$ cat config.mk
export PLATFORM = sky130hd
export DESIGN_NAME = io_status_arbiter
export DESIGN_NICKNAME = d
export VERILOG_FILES = /design/src/rtl/io_status_arbiter.sv
export SDC_FILE = /design/constraint.sdc
export NUM_CORES = 1
export LEC_CHECK = 0
export CORE_MARGIN = 4
export CORE_UTILIZATION = 49
export CTS_BUF_LIST = sky130_fd_sc_hd__clkbuf_8 sky130_fd_sc_hd__clkbuf_16
export DETAILED_ROUTE_END_ITERATION = 8
export PLACE_DENSITY = 0.73
export SYNTH_ARGS = -nofsm -noshare
export SYNTH_HDL_FRONTEND = slang
export SYNTH_SLANG_ARGS = --single-unit
export TNS_END_PERCENT = 50
$ cat constraint.sdc
create_clock -name wb_clk_i -period 3.7 [get_ports wb_clk_i]
set_clock_uncertainty 0.1 [all_clocks]
set_input_delay 0.555 -clock wb_clk_i [delete_from_list [all_inputs] [get_ports wb_clk_i]]
set_output_delay 0.555 -clock wb_clk_i [all_outputs]
set_load 0.02 [all_outputs]
$ cat src/rtl/io_status_arbiter.sv
// io_status_arbiter: two-requester status-pad arbiter with a code FIFO and a
// minimum-hold replay engine, so a slow pad monitor sees every code in order.
module io_status_arbiter #(
    parameter int unsigned CODE_W      = 5,
    parameter int unsigned DEPTH       = 4,
    parameter int unsigned HOLD_CYCLES = 16
) (
    input  logic                     wb_clk_i,
    input  logic                     wb_rst_i,
    input  logic                     core_valid,
    input  logic [CODE_W-1:0]        core_code,
    output logic                     core_ready,
    input  logic                     la_valid,
    input  logic [CODE_W-1:0]        la_code,
    output logic                     la_ready,
    output logic [CODE_W-1:0]        status_out,
    output logic                     status_oeb,
    output logic                     busy,
    output logic [$clog2(DEPTH):0]   level
);

    localparam int unsigned PTR_W = (DEPTH > 1) ? $clog2(DEPTH) : 1;
    localparam int unsigned LVL_W = $clog2(DEPTH) + 1;
    localparam int unsigned CNT_W = (HOLD_CYCLES > 1) ? $clog2(HOLD_CYCLES) : 1;

    localparam logic [CNT_W-1:0] CNT_LOAD = CNT_W'(HOLD_CYCLES - 1);
    localparam logic [LVL_W-1:0] LVL_FULL = LVL_W'(DEPTH);
    localparam logic [LVL_W-1:0] LVL_ONE  = LVL_W'(1);
    localparam logic [PTR_W-1:0] PTR_ONE  = PTR_W'(1);

    // Elaboration-time guard on the parameter ranges the pointer logic relies on.
    generate
        if ((DEPTH < 2) || ((DEPTH & (DEPTH - 1)) != 0)) begin : g_bad_depth
            $error("io_status_arbiter: DEPTH must be a power of two >= 2");
        end
        if (HOLD_CYCLES < 1) begin : g_bad_hold
            $error("io_status_arbiter: HOLD_CYCLES must be >= 1");
        end
    endgenerate

    typedef enum logic {
        IDLE = 1'b0,
        HOLD = 1'b1
    } state_t;

    state_t              state;
    logic [CNT_W-1:0]    hold_cnt;

    logic [CODE_W-1:0]   mem [DEPTH];
    logic [PTR_W-1:0]    wr_ptr;
    logic [PTR_W-1:0]    rd_ptr;

    // Set when LA should win the next tie (last accept went to core).
    logic                rr_pref_la;

    logic                full;
    logic                empty;
    logic                grant_core;
    logic                grant_la;
    logic                push;
    logic                pop;
    logic [CODE_W-1:0]   push_code;
    logic [CODE_W-1:0]   head_code;

    // Occupancy flags come from the registered level, so a same-cycle pop
    // never frees a slot until the following cycle.
    assign full  = (level == LVL_FULL);
    assign empty = (level == '0);

    // Round-robin grant among valid requesters while a slot is free.
    always_comb begin
        grant_core = 1'b0;
        grant_la   = 1'b0;
        if (!full) begin
            if (core_valid && la_valid) begin
                grant_la   = rr_pref_la;
                grant_core = !rr_pref_la;
            end else begin
                grant_core = core_valid;
                grant_la   = la_valid;
            end
        end
    end

    assign core_ready = grant_core;
    assign la_ready   = grant_la;
    assign push       = grant_core || grant_la;
    assign push_code  = grant_core ? core_code : la_code;
    assign head_code  = mem[rd_ptr];

    // The replay engine takes the head when idle, or when the hold window ends.
    always_comb begin
        pop = 1'b0;
        if (!empty) begin
            if (state == IDLE) begin
                pop = 1'b1;
            end else if (hold_cnt == '0) begin
                pop = 1'b1;
            end
        end
    end

    assign busy = (!empty) || (state != IDLE);

    // Round-robin pointer moves only on an actual accept.
    always_ff @(posedge wb_clk_i) begin
        if (wb_rst_i) begin
            rr_pref_la <= 1'b0;
        end else if (push) begin
            rr_pref_la <= grant_core;
        end
    end

    // FIFO storage; contents need no reset since pointers and level are cleared.
    always_ff @(posedge wb_clk_i) begin
        if (push) begin
            mem[wr_ptr] <= push_code;
        end
    end

    // FIFO pointers and occupancy.
    always_ff @(posedge wb_clk_i) begin
        if (wb_rst_i) begin
            wr_ptr <= '0;
            rd_ptr <= '0;
            level  <= '0;
        end else begin
            if (push) begin
                wr_ptr <= wr_ptr + PTR_ONE;
            end
            if (pop) begin
                rd_ptr <= rd_ptr + PTR_ONE;
            end
            case ({push, pop})
                2'b10:   level <= level + LVL_ONE;
                2'b01:   level <= level - LVL_ONE;
                default: level <= level;
            endcase
        end
    end

    // Replay FSM: drives each popped code for at least HOLD_CYCLES cycles.
    always_ff @(posedge wb_clk_i) begin
        if (wb_rst_i) begin
            state      <= IDLE;
            hold_cnt   <= '0;
            status_out <= '1;
            status_oeb <= 1'b1;
        end else begin
            case (state)
                IDLE: begin
                    if (pop) begin
                        status_out <= head_code;
                        status_oeb <= 1'b0;
                        hold_cnt   <= CNT_LOAD;
                        state      <= HOLD;
                    end
                end
                HOLD: begin
                    if (hold_cnt != '0) begin
                        hold_cnt <= hold_cnt - CNT_W'(1);
                    end else if (pop) begin
                        status_out <= head_code;
                        hold_cnt   <= CNT_LOAD;
                    end else begin
                        state <= IDLE;
                    end
                end
                default: begin
                    state    <= IDLE;
                    hold_cnt <= '0;
                end
            endcase
        end
    end

endmodule

Word level (Yosys, flattened, before mapping)
Memories as Yosys holds them, arrays and structs flattened. A register that Yosys moved wholly into a read port is not among the register bits.
Index checks and enable logic that the tools add are counted.
Widths: inputs -> output; s select.
{"block": "classes", "addsub": 5, "n_reduce_logical": 10, "n_mux": 22, "bitwise_logic": 1, "n_eq_ne": 4}
{"operator": "$mux 5", "n": 3}
{"operator": "$mux 1", "n": 11}
{"operator": "$pmux 5 s2", "n": 1}
{"operator": "$mux 4", "n": 2}
{"operator": "$pmux 4 s2", "n": 1}
{"operator": "$pmux 3 s2", "n": 1}
{"operator": "$add 2x1->2 const B", "n": 2}
{"operator": "$logic_not 4->1", "n": 1}
{"operator": "$mux 2", "n": 2}
{"operator": "$reduce_bool 4->1", "n": 1}
{"operator": "$sub 4x1->4 const B", "n": 1}
{"operator": "$add 3x1->3 const B", "n": 1}
{"operator": "$eq 3x3->1 const B", "n": 1}
{"operator": "$logic_not 3->1", "n": 1}
{"operator": "$sub 3x1->3 const B", "n": 1}
{"operator": "$eq 2x1->1 const B", "n": 1}
{"operator": "$eq 2x2->1 const B", "n": 1}
{"operator": "$logic_not 1->1", "n": 2}
{"operator": "$logic_or 1x1->1", "n": 2}
{"operator": "$ne 2x2->1 const B", "n": 1}
{"operator": "$pmux 1 s2", "n": 1}
{"operator": "$reduce_and 2->1", "n": 1}
{"operator": "$reduce_bool 2->1", "n": 1}
{"operator": "$logic_and 1x1->1", "n": 1}
{"operator": "$not 1->1", "n": 1}
{"block": "word_totals", "out_inout_bits": 12, "mem_count": 1, "reg_bits": 19, "ram_bits": 20}
{"name": "mem", "words": 4, "word_bits": 5, "read_ports": 1, "rd_clocked_by_memory_dff": 1, "wr": 1, "line_no": "49", "source": "logic [CODE_W-1:0] mem [DEPTH];"}

Depth between registers and ports, before layout
{"block": "logic_depth", "depth_word": 7, "ltp_mapped": 11, "mapped_depth_nobuf": 11}

Worst setup path before layout
Ideal clock, no wire load.
{"block": "synth_path", "kind": "flip-flop to flip-flop", "start": "register hold_cnt[0]", "end": "register level[2]", "n_path_buf": 0, "required_ns": 3.530, "setup_slack_ns": 1.221, "arrival_ns": 2.309, "stages_incl_launch_ff": 12, "setup_ns": 0.070, "cell_sequence": "dfxtp_1 inv_1 ha_1 nor3b_2 o21ai_4 inv_4 ha_1 inv_1 fa_1 xor2_1 or3_1 a21oi_1"}
{"block": "synth_via", "elab_chain_cells": 6, "elab_cells_between_ends": 8, "cone_classes": "eq/ne: 2; mux: 4; reduce/logical: 2"}
{"item": "from (decl)", "line_no": "47", "source": "logic [CNT_W-1:0] hold_cnt;"}
{"item": "from (signal assigned)", "line_no": "161", "source": "hold_cnt <= hold_cnt - CNT_W'(1);"}
{"item": "$logic_not 4->1 (*)", "line_no": "97", "source": "end else if (hold_cnt == '0) begin"}
{"item": "$mux 1 (*)", "line_no": "97"}
{"item": "$mux 1 (*)", "line_no": "95", "source": "if (state == IDLE) begin"}
{"item": "$mux 1 (*)", "line_no": "94", "source": "if (!empty) begin"}
{"item": "via pop", "line_no": "61", "source": "logic pop;"}
{"item": "$eq 2x1->1 or $eq 2x2->1 (tied branches)", "line_no": "134", "source": "case ({push, pop})"}
{"item": "$pmux 3 s2 or $reduce_bool 2->1 (tied branches)"}
{"item": "to (signal assigned)", "line_no": "135", "source": "2'b10: level <= level + LVL_ONE;"}
{"item": "to (signal assigned)", "line_no": "136", "source": "2'b01: level <= level - LVL_ONE;"}
{"item": "to (signal assigned)", "line_no": "137", "source": "default: level <= level;"}
{"item": "to (decl)", "line_no": "19", "source": "output logic [$clog2(DEPTH):0] level"}
Mark *: on every way through the listed nets, which the timed path passes. The rest lies on a longest branch.
A chain may end at the register's enable or synchronous reset.

Final worst setup path
Ends and elaborated chain as after synthesis.

==> impl_metrics.toml <==
[outcome]
status = "finished clean"

[min_path]
hold_path.class = "reg2reg"
whs_path_depth = 2
worstHoldEndpoint = "status_oeb"
min_from = "status_oeb"

[floorplanning]
die_w_um = 69.70
rows = 22
dieArea_um2 = 4858
core_um2 = 3661
die_h_um = 69.70
start_util_pct = 50.96
pin_count = 26

[power_and_ir_drop]
power.leakage_uw = 0.0008961
pwr_density_cell_nw_per_um2 = 826.7
peakVddDrop_v = 0.0003043

[worst_setup_path]
crit_type = "reg2reg"
reg2reg_from = "hold_cnt[0]"
worstPathMaxFanout = 8
cp-start-kind = "register"
r2r_end = "level[2]"
worstSetupEndpointType = "register"
crit_arrival_ns = 2.93
reg2reg_slack_ns = 0.88
cp.required_ns = 3.81
r2r.worst_path.cells = 11

[global_routing]
grt_antenna_before_repair = 0
grt-ovfl-total = 0
grt_pass1_vias = 1223
grt_max_degree = 22
grt_pass1_wl_um = 5671
grt_usage_pct = 15.29

[timing]
fin_crit_sh_pct = 76.16
tightestPinTransition_ns = 0.7376
finalCriticalPeriod_ns = 2.818
rsz0062_at_grt = "no"
worst_slack_ns = 0.8820
setup_viol = 0
tns_ns = 0
slew_viol_final = 0
fmax_mhz = 354.9
maxSlewHeadroom_pct = 50.67
final_hold_viol_count = 0

[placed_design]
dp_hpwl_um = 2497
io_buffers = 25
gp_congestion = 0.7584
dp_slack_ns = 0.8966

[drt]
first_iter_violations = 101
firstDrtPassIters = 4
drt_wl_total_um = 3304
vias = 1236
drc = 0
ant_nets = 0
routedWlPerCell_um = 14.95
avgViaCountPerCell = 5.593

[final_layout]
drive_gt1_share_pct = 19.08
syn_to_final_growth_pct = 22.20
final_common_cell = "clkdlybuf4s50_1"
layout.nets = 193
mostFrequentLayoutCells = "clkdlybuf4s50_1, dfxtp_1, edfxtp_1"
antenna_cells = 0

[yosys]
syn-num-nets = 167
yosysTopAreaCellShare_pct = 32.19
ys_seq_area_share_pct = 54.73
syn_avg_cell_area_um2 = 12.78
synth_area_leader_cell = "edfxtp_1"
syn_area_um2 = 1866
synth-seq-cells = 41
yosysWarnings = 0
synth_cells = 146
synth_cell_type_count = 40
synth_area_leaders = "edfxtp_1, dfxtp_1, mux4_2"

[clocking]
postCtsSetupRepairBufs = 0
cts_made_buffers = 5
cts_root_buffer = "clkbuf_8"
htreeDepth = 2
ctsHoldBuffers = 0
cts_tree = "built"
clkTransAtPathRegs_ns = 0.08
clkLatencyLatePin_ns = 0.29
cts_sinks = 41
ctsResizeCount = 0
clockBufferDepth = 2

[run]
drv_cap = 0
[worst max path at each step]
stage	from	to	slack, ns	cells after the start
after CTS	hold_cnt[0]	level[2]	0.89	11
after global routing	hold_cnt[0]	level[2]	0.62	11
after detailed placement	core_valid	level[2]	0.90	10
after global placement	core_valid	level[2]	0.99	10
after floorplan	hold_cnt[0]	level[2]	1.22	11
final	hold_cnt[0]	level[2]	0.88	11
[synth_stat cells (all sizes together)]
library cell,n
ha,6
mux2,8
and3,4
nor3b,2
or2,1
edfxtp,20
mux4,5
clkbuf,2
o22ai,1
xnor2,1
inv,12
a31oi,1
a221oi,1
nand3,4
nor3,1
or3,3
a211oi,1
a211o,5
o211a,6
buf,4
dfxtp,21
fa,1
a31o,1
a21oi,9
or3b,2
nand2,3
or4,1
nand2b,1
xor2,2
nor2,8
nor2b,2
a311oi,2
o21ai,5
[state kept, by name, indices dropped and copies added, names as in the netlist, named ones only]
signal and flops:
wr_ptr 2, hold_cnt 4, status_out 5, rd_ptr 2
rr_pref_la 1, mem 20, state 1, status_oeb 1
level 3
[layout make-up]
class / count / area, µm²
clock buffers: 5 / 68.82
clock inverters: 3 / 68.82
fillers: 292 / 1381
inverters: 12 / 47.55
multi-input cells: 87 / 763.2
flip-flops and latches: 41 / 1021
well taps: 48 / 60.06
repair buffers: 25 / 250.2
[metal layers]
metal	GRT usage, %	vias to the layer above	wire length (µm)
li1	-	591	-
met1	17.10	603	1376
met2	26.80	34	1708
met3	4.783	8	164
met4	6.383	0	55
met5	0	-	0
[critical path: stages, from the launching register on]
cell and delay [ns]:
dfxtp_1 0.33, inv_1 0.09, ha_1 0.21, nor3b_2 0.52, o21ai_4 0.16, inv_4 0.10, ha_1 0.18, inv_1 0.07
fa_1 0.37, xor2_1 0.16, or3_1 0.30, a21oi_1 0.15
[per-stage QoR]
| step | hold WS (ns) | power [µW] | std cells | utilization (%) | area, µm² |
|---|---|---|---|---|---|
| finish | 0.3683 | 1885 | 221 | 62.27 | 2280 |
| global route | 0.3880 | 2021 | 221 | 62.27 | 2280 |
| CTS | 0.3706 | 1901 | 221 | 62.27 | 2280 |
| detailed placement | 0.3516 | 1469 | 213 | 58.51 | 2142 |
| global placement | 0.3479 | 1430 | 213 | 58.51 | 2142 |
| floorplan | 0.3546 | 1259 | 146 | - | 1866 |
[report_power, final]
group | leakage, µW | internal [µW] | switching [µW] | total (µW)
combinational | 0.000468 | 355 | 384 | 739
clock | 0.0000687 | 271 | 159 | 431
sequential | 0.000360 | 615 | 100 | 715
[cells by family (layout without fill, tap and decap cells)]
family	after synthesis	count (layout)	share of synthesized area, %
xor gates and xnor gates	3	3	1.409
muxes	13	13	10.86
AOI/OAI and AO/OA	32	32	13.21
adders and majority gates	7	7	5.097
DFF	41	41	54.73
and+or+nand+nor	32	32	10.33
buffers and inverters	18	45	4.360
(Power assumes the default switching activity.)
